File: config.mk
export PLATFORM = sky130hd
export DESIGN_NAME = pp_decim_avg
export DESIGN_NICKNAME = d
export VERILOG_FILES = /design/src/rtl/pp_pkg.sv /design/src/rtl/pp_decim_avg.sv
export SDC_FILE = /design/constraint.sdc
export NUM_CORES = 1
export LEC_CHECK = 0
export BUFFER_PORTS_ARGS = -buffer_cell sky130_fd_sc_hd__buf_2
export CAP_MARGIN = 10
export CORE_ASPECT_RATIO = 0.9
export CORE_MARGIN = 10
export CORE_UTILIZATION = 61
export CTS_CLUSTER_DIAMETER = 30
export CTS_CLUSTER_SIZE = 40
export DETAILED_ROUTE_END_ITERATION = 12
export PLACE_DENSITY = 0.92
export REMOVE_ABC_BUFFERS = 1
export SYNTH_ARGS = -nofsm -noshare
export SYNTH_HDL_FRONTEND = slang
export SYNTH_SLANG_ARGS = --single-unit
File: constraint.sdc
create_clock -name clk -period 3.3 [get_ports clk]
set_clock_uncertainty 0.15 [all_clocks]
set_input_delay 0.165 -clock clk [delete_from_list [all_inputs] [get_ports clk]]
set_output_delay 0.165 -clock clk [all_outputs]
set_load 0.01 [all_outputs]
File: src/rtl/pp_pkg.sv
// Shared definitions for the pp sample-processing chain (pplimit and
// downstream blocks): default widths and the unsigned max helper.
package pp_pkg;

  localparam int PP_DW        = 7;
  localparam int PP_LOG2N_MAX = 8;

  // Unsigned maximum of two values. The operands are 32 bits wide so that
  // any instance width up to 32 can use it; callers cast back to their width.
  function automatic logic [31:0] pp_max(input logic [31:0] a, input logic [31:0] b);
    logic [31:0] r;
    if (a > b) begin
      r = a;
    end else begin
      r = b;
    end
    return r;
  endfunction

endpackage

File: src/rtl/pp_decim_avg.sv
// Strobe-qualified block averager with peak hold. Every 2^LOG2N strobed
// samples it publishes the window mean (truncated or rounded half-up) and the
// window maximum, marked by a one-cycle strobe_out. clear restarts the window
// without touching the published values.
module pp_decim_avg
  import pp_pkg::*;
#(
  parameter int DW    = PP_DW,
  parameter int LOG2N = 3,
  parameter int ROUND = 0
) (
  input  logic          clk,
  input  logic          rst_n,
  input  logic [DW-1:0] in,
  input  logic          strobe_in,
  input  logic          clear,
  output logic [DW-1:0] out,
  output logic [DW-1:0] peak,
  output logic          strobe_out
);

  // Accumulator holds N samples of DW bits; the sum with the incoming sample
  // gets one extra bit so the rounding offset can never wrap.
  localparam int AW = DW + LOG2N;
  localparam int SW = AW + 1;
  // With LOG2N=0 the counter collapses to a single bit that stays at 0, so
  // "last sample" is always true and every strobe completes a window.
  localparam int CW = (LOG2N > 0) ? LOG2N : 1;
  localparam logic [CW-1:0] CNT_LAST = CW'((1 << LOG2N) - 1);
  // N/2 rounding offset; zero for truncation and for N=1.
  localparam logic [SW-1:0] RND = (ROUND != 0) ? SW'((1 << LOG2N) >> 1) : '0;

  logic [AW-1:0] acc_q, acc_d;
  logic [DW-1:0] pk_q, pk_d;
  logic [CW-1:0] cnt_q, cnt_d;
  logic [DW-1:0] out_q, out_d;
  logic [DW-1:0] peak_q, peak_d;
  logic          strobe_q, strobe_d;

  logic [SW-1:0] sum_s;
  logic [SW-1:0] mean_s;
  logic [DW-1:0] max_s;

  // Window update: clear wins over a coincident sample, the Nth sample
  // publishes mean/peak and restarts the window, otherwise accumulate.
  always_comb begin
    acc_d    = acc_q;
    pk_d     = pk_q;
    cnt_d    = cnt_q;
    out_d    = out_q;
    peak_d   = peak_q;
    strobe_d = 1'b0;
    sum_s    = SW'(acc_q) + SW'(in);
    mean_s   = (sum_s + RND) >> LOG2N;
    max_s    = DW'(pp_max(32'(pk_q), 32'(in)));

    if (clear) begin
      acc_d = '0;
      pk_d  = '0;
      cnt_d = '0;
    end else if (strobe_in) begin
      if (cnt_q == CNT_LAST) begin
        out_d    = mean_s[DW-1:0];
        peak_d   = max_s;
        strobe_d = 1'b1;
        acc_d    = '0;
        pk_d     = '0;
        cnt_d    = '0;
      end else begin
        acc_d = sum_s[AW-1:0];
        pk_d  = max_s;
        cnt_d = cnt_q + CW'(1);
      end
    end else begin
      acc_d = acc_q;
    end
  end

  // State and output registers; reset discards any partial window.
  always_ff @(posedge clk or negedge rst_n) begin
    if (!rst_n) begin
      acc_q    <= '0;
      pk_q     <= '0;
      cnt_q    <= '0;
      out_q    <= '0;
      peak_q   <= '0;
      strobe_q <= 1'b0;
    end else begin
      acc_q    <= acc_d;
      pk_q     <= pk_d;
      cnt_q    <= cnt_d;
      out_q    <= out_d;
      peak_q   <= peak_d;
      strobe_q <= strobe_d;
    end
  end

  assign out        = out_q;
  assign peak       = peak_q;
  assign strobe_out = strobe_q;

endmodule

---- Word level (Yosys, flattened, before mapping) ----
Cells that the tools add are included.
operators by class
  $lt $le $gt $ge ......................... 1
  mux-type cells .......................... 13
  reductions and logical operators ........ 2
  bitwise operators ....................... 1
  equal/unequal tests ..................... 1
  $add $sub $neg .......................... 2
operators with widths
  kind                                         number
  2-to-1 mux 10 bit                            3
  2-to-1 mux 7 bit                             4
  adder 10 x 7 -> 10 bit                       1
  2-to-1 mux 3 bit                             3
  > comparator 7 bit                           1
  adder 3 x 1 -> 3 bit, second input constant  1
  equality test 3 bit, second input constant   1
  2-to-1 mux 1 bit                             3
  AND reduction 3 bit                          1
  nonzero test 2 bit                           1
  inverter 1 bit                               1
word-level totals
  register bits ........................... 35
  output and inout bits ................... 15
  bits of input ports ..................... 11
  word-level logic and storage cells ...... 26

---- Depth between registers and ports, before layout ----
Gate-level depths: netlist of run 1.
  depth in word-level cells ............... 5
  mapped depth ............................ 9
  gate-level depth less buffers ........... 8

---- Worst setup path after synthesis of run 1 ----
OpenSTA, ideal clock, no wires.
  path kind ............................... reg2reg
  start point ............................. register acc_q[0]
  end point ............................... register acc_q[6]
  buffers on the path ..................... 0
  setup slack ............................. 1181 ps
  library setup time ...................... 135 ps
  period minus slack after synthesis ...... 2119 ps
  arrival time ............................ 1833 ps
  required time ........................... 3015 ps
  cell stages (with the launch flop) ...... 9
  cells stage by stage .................... dfrtp_1 -> ha_1 -> fa_1 -> a211oi_1 -> nor2_1 -> o21ai_0 -> nor2b_1 -> xor2_1 -> o21ai_0
on the way
  longest elaborated chain between the ends .. 4
ends and longest elaborated chain
  element                 RTL line            source
  start, declared         pp_decim_avg.sv:33  logic [AW-1:0] acc_q, acc_d;
  start signal, assigned  pp_decim_avg.sv:82  acc_q <= '0;
  start signal, assigned  pp_decim_avg.sv:89  acc_q <= acc_d;
  adder 10 x 7 -> 10 bit  pp_decim_avg.sv:53  sum_s = SW'(acc_q) + SW'(in);
  2-to-1 mux 10 bit       pp_decim_avg.sv:62  if (cnt_q == CNT_LAST) begin
  2-to-1 mux 10 bit       pp_decim_avg.sv:61  end else if (strobe_in) begin
  2-to-1 mux 10 bit       pp_decim_avg.sv:57  if (clear) begin
Every way passes these cells. The select of a mux whose other input is x is not followed.
A chain may end at the register's enable or synchronous reset.

---- Worst setup path after layout of run 1 ----
  start point ............................. input port in[0]
  end point ............................... register out_q[3], in the netlist out[3]
on the way
  longest elaborated chain between the ends .. 1
ends and longest elaborated chain
  element                 RTL line            source
  start, declared         pp_decim_avg.sv:14  input logic [DW-1:0] in,
  adder 10 x 7 -> 10 bit  pp_decim_avg.sv:53
  end signal, assigned    pp_decim_avg.sv:92  out_q <= out_d;
  end, declared           pp_decim_avg.sv:36  logic [DW-1:0] out_q, out_d;
Every way passes these cells.

==> Flow_metrics.wiki, run 1 <==
{| class="wikitable"
! Metric !! Value
|-
| Post-route design area || between 2000 and 2500 sq um
|-
| Final-layout setup total negative slack || 0 ns
|-
| Worst endpoint data arrival time || about 2.5 ns
|-
| Endpoint required time on the critical path || 3.36 ns
|-
| Most common cell in the synthesized netlist || sky130_fd_sc_hd__dfrtp_1
|-
| Top cell family by delay on the critical path || buffers and inverters
|-
| Cell type with the highest aggregate area in the netlist || sky130_fd_sc_hd__dfrtp_1
|-
| Main flop type after synthesis || sky130_fd_sc_hd__dfrtp_1
|-
| Worst slack after detailed placement || slightly below 1 ns
|-
| Routability-driven placement congestion ratio || 0.844
|-
| Number of synthesis warnings || 0
|-
| Total Nets Final || roughly 250
|-
| Floorplan Core Area || around 3000 sq um
|-
| Routed vias || 1517
|-
| Most prevalent standard cell on the critical path || sky130_fd_sc_hd__o21ai_0
|-
| Number of sinks on the clock net || 35
|-
| Total of cells resized after clock tree synthesis || 0
|-
| Number of setup buffers added after CTS || 0
|-
| Max-Cap Viols || 0
|-
| Layout cells sized above 1 || 16.5%
|-
| Antenna Diode Count || 0
|-
| Die area || 5770 sq um
|-
| # setup viols final || 0
|-
| Syn Std Cell Area || 1910 sq um
|-
| Clock latency on the worst-skew pair || 0.35 ns
|-
| Cell types with the highest counts after synthesis || sky130_fd_sc_hd__dfrtp_1, sky130_fd_sc_hd__o21ai_0, sky130_fd_sc_hd__nand2_1, sky130_fd_sc_hd__ha_1, sky130_fd_sc_hd__inv_1
|-
| DRC || 0
|-
| Time the final worst path needs with I/O delays and setup || between 2 and 2.5 ns
|-
| Max Clock Freq || 407 MHz
|-
| Cell Area, Placed || about 2100 sq um
|-
| Chip height || 73.0 microns
|-
| Gate count of the mapped netlist || 188
|-
| CP max stage delay || between 0.5 and 0.6 ns
|-
| Biggest area contributors in the synthesized netlist || sky130_fd_sc_hd__dfrtp_1, sky130_fd_sc_hd__ha_1, sky130_fd_sc_hd__o21ai_0, sky130_fd_sc_hd__nand2_1, sky130_fd_sc_hd__mux2i_1
|-
| Crit share post-route || about 74%
|-
| Crit Path Class || in -> reg
|-
| Vias in the first global route || 1485
|-
| Standard-cell row count || 19
|-
| Transition time at the pin with the least slew margin || 1.01 ns
|-
| Largest driver fanout on the critical path || 4
|-
| Count of flip-flops with a built-in enable after synthesis || 0
|-
| Worst-path clk slew || around 0.11 ns
|-
| IO Count || 26
|-
| Endpoint type of the worst setup path || register
|-
| DRT antenna net count || 0
|-
| HPWL after detailed placement || around 2900 microns
|-
| Power per unit of standard cell area || between 400 and 500 nW/um^2
|-
| Synth unique cells || 33
|-
| Number of buffers on the longest clock path || 2
|-
| Unrepaired setup endpoints after global routing || false
|-
| Share of the yosys chip area belonging to registers || a little under half
|-
| Count of buffer and inverter cells on the critical path || 2
|-
| Initial antenna violation count || 0
|-
| Class of the worst hold path || in -> reg
|-
| CTS hold repair buffers || 9
|-
| Final Max Tran Viols || 0
|-
| Avg Synthesized Cell Area || 10.1 sq um
|-
| Post-synth ARST share || 100%
|-
| Maximum level of the CTS H-tree || 2
|-
| Run status || complete, no violations
|-
| Fin util || 74.6%
|-
| Via density per instance || about 5.7
|-
| Syn-to-layout area delta || 18.2%
|-
| Kind of launch point of the worst setup path || primary input
|-
| Number of flip-flops and latches in the synthesized netlist || 35
|-
| Clock root buffer || sky130_fd_sc_hd__clkbuf_4
|-
| Residual overflow from global routing || 0
|-
| Initial core utilization || 63.2%
|-
| Largest net degree at the start of global routing || 36
|-
| Relative slew slack || between 30% and 40%
|-
| Fraction of synthesized cell area taken by the top area cell type || ~46%
|-
| Leakage power summed over all cells || 0.00119 uW
|-
| Hold violation count in the final report || 0
|-
| Final Worst Setup Slack || around 0.84 ns
|-
| Crit-path cells || dlygate4sd3_1, buf_2, ha_1, fa_1, a211oi_1, nor2_1, o21ai_0, nor2b_1, xor2_1, o21ai_0
|-
| Average wire per cell in the routed design || ~15 microns
|-
| DRT Pass-1 Iters || 4
|-
| Wire length of the first global-routing pass || slightly below 7000 microns
|-
| Overall track demand over capacity in global routing || ~15%
|-
| Aggregate routed wire length || roughly 4000 microns
|-
| Clock tree from TritonCTS || yes
|-
| Die Width || just under 80 microns
|-
| Input/output buffers || 25
|-
| Violation count after the first detailed-route iteration || 101
|-
| Worst voltage drop across the vdd grid || ~0.00047 V
|-
| Number of buffers added by the clock tree synthesis step || 5
|-
| Cell with the largest stage delay on the worst path || sky130_fd_sc_hd__dlygate4sd3_1
|}
## cell usage in the layout (no fill, tap or decap), drive strengths merged, types with 3 or more instances in the layout
cell	count
dfrtp	35
o21ai	27
nand2	25
buf	25
ha	16
inv	12
a22o	9
dlygate4sd3	9
a21oi	8
mux2i	8
a21o	5
nor2	5
xnor2	5
clkbuf	5
o22ai	4
xor2	3
## worst register-to-register path, delay by kind of cell (launching register included)
kind                       cells  cell delay [ns]
AOI/OAI and AO/OA              3             0.58
xor gates and xnor gates       1             0.18
adders and majority gates      2             0.64
DFF                            1             0.40
and+or+nand+nor                2             0.27
## metal layers
layer	GRT usage [%]	vias up	part of all wire, %
met2	23.5	52	47
met5	0	-	0
met3	5.91	9	8.2
li1	-	740	-
met1	18.6	716	43
met4	7.16	0	1.7
## logic make-up after synthesis
logic type | after synthesis | synth area share [%]
adder cells (fa/ha/maj) | 17 | 11.5
AND/OR/NAND/NOR | 45 | 11.5
buffers and inverters | 18 | 3.74
multiplexers | 8 | 4.20
AO/OA/AOI/OAI | 57 | 19.4
XOR/XNOR | 8 | 3.67
flip-flops | 35 | 45.9
## report_power, final
group | switching, uW | internal, uW
combinational | 101 | 82.2
clock | 149 | 235
sequential | 16.6 | 450
total | 267 | 767
## path summary, 6_finish.rpt
check / start / slack [ns] / cells after the start / to
worst max-delay path: in[0] / 0.84 / 10 / out[3]
worst min-delay path: strobe_in / 0.04 / 3 / cnt_q[2]
worst max register to register: acc_q[0] / 0.95 / 8 / out[3]
worst min register to register: peak[5] / 0.33 / 2 / peak[5]
max in group asynchronous: rst_n / 2.27 / 2 / acc_q[2]
min in group asynchronous: rst_n / 0.25 / 2 / pk_q[4]
## through the flow
| step | total power, uW | cells | hold slack [ns] |
|---|---|---|---|
| floorplan | 595 | 182 | -0.281 |
| global placement | 640 | 249 | 0.131 |
| detailed placement | 649 | 249 | 0.134 |
| CTS | 1040 | 266 | 0.0278 |
| global route | 1090 | 266 | 0.101 |
| finish | 1030 | 266 | 0.0429 |
## sequential cells by signal (all words and copies together), names as in the netlist
name,cells
acc_q,10
peak,7
cnt_q,3
out,7
pk_q,7
strobe_out,1
## layout make-up
type / count / area (sq um)
timing repair buffer: 34 / 215
sequential: 35 / 876
multi-input combinational: 135 / 960
inverter: 12 / 45.0
tap: 42 / 52.6
clock buffer: 5 / 37.5
fill: 209 / 766
clock inverter: 3 / 67.6
Power figures use the tool's default switching activity.
==> run 2, diff against run 1 <==
- CORE_UTILIZATION: 61 -> 57
- PLACE_DENSITY: 0.92 -> 0.87
- clock period: 3.3 -> 2.3 ns (I/O delays scaled with it)
==> run 2 against run 1 <==
Non-clock buffer count rose by 5. Total power rose by 37%. Register-to-register slack got worse by 0.90 ns. Sequential power rose by 44%. Setup slack got worse by 0.83 ns. Die area rose by 5.1%. First-iteration DRC count rose by 25%. Clock power rose by 18%. Critical endpoint is now acc_q[6].
==> Flow_metrics.wiki, run 2 (synthesized netlist as in run 1, its figures left out) <==
{| class="wikitable"
! Metric !! Value
|-
| Worst hold path startpoint || in[5]
|-
| Clock latency on the worst-skew pair || 0.29 ns
|-
| Total Nets Final || about 260
|-
| Count of buffer and inverter cells on the critical path || 2
|-
| Residual overflow from global routing || 0
|-
| Grt met1 use || 17.7%
|-
| Hold Path Cell Cnt || 3
|-
| Transition time at the pin with the least slew margin || around 0.82 ns
|-
| Layout cells sized above 1 || between 20% and 30%
|-
| Overall track demand over capacity in global routing || ~15%
|-
| Worst voltage drop across the vdd grid || 0.000465 V
|-
| Number of buffers added by the clock tree synthesis step || 5
|-
| Floorplan Core Area || between 3000 and 4000 sq um
|-
| Chip height || around 75 microns
|-
| Routed vias || approximately 1500
|-
| Input/output buffers || 25
|-
| Crit Path Class || in -> reg
|-
| Most flops, register || acc_q
|-
| Number of flip-flops in the largest register || 10
|-
| Routability-driven placement congestion ratio || 0.875
|-
| Hold Path End || peak[5]
|-
| Clock root buffer || sky130_fd_sc_hd__clkbuf_8
|-
| Max-Cap Viols || 0
|-
| Class of the worst hold path || in -> reg
|-
| Maximum level of the CTS H-tree || 2
|-
| Terminus of the critical flop-to-flop path || acc_q[6]
|-
| Max Clock Freq || ~440 MHz
|-
| DRC || 0
|-
| Kind of launch point of the worst setup path || primary input
|-
| Endpoint required time on the critical path || around 2.3 ns
|-
| Number of sinks on the clock net || 35
|-
| Syn-to-layout area delta || 20.8%
|-
| Relative slew slack || between 40% and 50%
|-
| Average wire per cell in the routed design || roughly 16 microns
|-
| Antenna Diode Count || 0
|-
| Die area || 6060 sq um
|-
| Number of buffers on the longest clock path || 2
|-
| Top Usage Layer GRT || met2
|-
| Power per unit of standard cell area || ~610 nW/um^2
|-
| DRT Pass-1 Iters || 4
|-
| Crit-path cells || dlygate4sd3_1, clkbuf_4, fa_2, a211oi_1, nor2_1, o21ai_2, nor2b_1, xor2_1, o21ai_0
|-
| Initial core utilization || 60.8%
|-
| Endpoint type of the worst setup path || register
|-
| Run status || complete, no violations
|-
| Standard-cell row count || 19
|-
| Aggregate routed wire length || between 4000 and 5000 microns
|-
| Crit share post-route || between 90% and 100%
|-
| Depth of the worst register-to-register path || 8
|-
| Worst reg2reg path startpoint || acc_q[0]
|-
| Global Route met2 Usage || between 20% and 30%
|-
| Clock tree from TritonCTS || yes
|-
| DRT antenna net count || 0
|-
| Time the final worst path needs with I/O delays and setup || between 2 and 2.5 ns
|-
| Vias in the first global route || ~1500
|-
| Worst-path clk slew || 0.07 ns
|-
| IO Count || 26
|-
| Wire length of the first global-routing pass || about 7100 microns
|-
| Worst reg-to-reg setup slack || 0.05 ns
|-
| CP max stage delay || around 0.56 ns
|-
| Largest driver fanout on the critical path || 5
|-
| # setup viols final || 0
|-
| Top cell family by delay on the critical path || buffers and inverters
|-
| Initial antenna violation count || 0
|-
| Hold Slack || roughly 0.020 ns
|-
| Commonest cells after routing, fill and taps aside || sky130_fd_sc_hd__dfrtp_1, sky130_fd_sc_hd__nand2_1, sky130_fd_sc_hd__buf_2
|-
| Most common cell after layout, fill and taps aside || sky130_fd_sc_hd__dfrtp_1
|-
| HPWL after detailed placement || between 2000 and 3000 microns
|-
| Final Max Tran Viols || 0
|-
| Via density per instance || between 5 and 6
|-
| Post-route design area || roughly 2300 sq um
|-
| Leakage power summed over all cells || around 0.0012 uW
|-
| Violation count after the first detailed-route iteration || approximately 130
|-
| Hold violation count in the final report || 0
|-
| Worst endpoint data arrival time || 2.29 ns
|-
| Die Width || between 80 and 90 microns
|-
| Largest net degree at the start of global routing || 36
|-
| Met3 track demand over resource || under 10%
|-
| Cell Area, Placed || approximately 2100 sq um
|-
| Cell with the largest stage delay on the worst path || sky130_fd_sc_hd__dlygate4sd3_1
|}
## run 2: changes by cell type in the layout (fill, tap and decap cells not counted), moves of 2 or more
cell | before | now
sky130_fd_sc_hd__clkbuf_8 | 0 | 6
sky130_fd_sc_hd__clkbuf_4 | 5 | 1
sky130_fd_sc_hd__buf_4 | 0 | 3
sky130_fd_sc_hd__o21ai_0 | 26 | 23
sky130_fd_sc_hd__a21oi_1 | 8 | 6
sky130_fd_sc_hd__a21oi_2 | 0 | 2
sky130_fd_sc_hd__buf_6 | 0 | 2
sky130_fd_sc_hd__bufinv_16 | 2 | 0
sky130_fd_sc_hd__o21ai_1 | 0 | 2
## run 2: worst reg2reg max path: cells and delay by family (launching register included)
kind | cells | cell delay, ns
DFF | 1 | 0.38
AOI/OAI and AO/OA | 3 | 0.58
and+or+nand+nor | 2 | 0.27
xor gates and xnor gates | 1 | 0.17
adders and majority gates | 2 | 0.58
## run 2: cell type report
class	count	area, sq um
fillers	238	835
clock buffers	6	82.6
inverters	12	45.0
repair buffers	39	263
clock inverters	1	5.00
multi-input cells	135	980
flip-flops and latches	35	876
well taps	42	52.6
## run 2: routing by layer
| layer | vias to the layer above | wire length (microns) |
|---|---|---|
| li1 | 755 | - |
| met1 | 725 | 1890 |
| met2 | 47 | 2040 |
| met3 | 9 | 321 |
| met4 | 0 | 89 |
| met5 | - | 0 |
## run 2: report_power, final
group / internal (uW) / switching, uW
sequential: 646 / 23.3
clock: 235 / 217
combinational: 131 / 161
## run 2: metrics by stage
| step | setup slack, ns | power [uW] | cells | util (%) | setup TNS [ns] |
|---|---|---|---|---|---|
| floorplan | 0.162 | 854 | 182 | - | 0 |
| global route | -0.0922 | 1480 | 270 | 73.4 | -0.346 |
| CTS | 0.0407 | 1390 | 269 | 72.2 | 0 |
| detailed placement | -0.0434 | 933 | 253 | 66.5 | -0.0434 |
| global placement | 0.0451 | 924 | 253 | 66.5 | 0 |
| finish | 0.0154 | 1410 | 270 | 73.4 | 0 |
## run 2: how the worst max path moves through the flow
stage	startpoint	to	slack [ns]	depth (start not counted)
2_1_floorplan	acc_q[0]	out[3]	0.16	8
3_3_place_gp	acc_q[0]	acc_q[6]	0.05	8
3_5_place_dp	acc_q[0]	acc_q[6]	-0.04	8
4_1_cts	in[1]	peak[4]	0.04	11
5_1_grt	in[1]	acc_q[6]	-0.09	9
6_report	in[1]	acc_q[6]	0.02	9
## run 2: timing repair
action,CTS,global route
gates resized for setup,1,10
pin swaps,0,2
buffers inserted,0,1
cloned,0,0
endpoints found under the hold margin,43,0
setup endpoints to repair,1,21
hold buffers,9,0
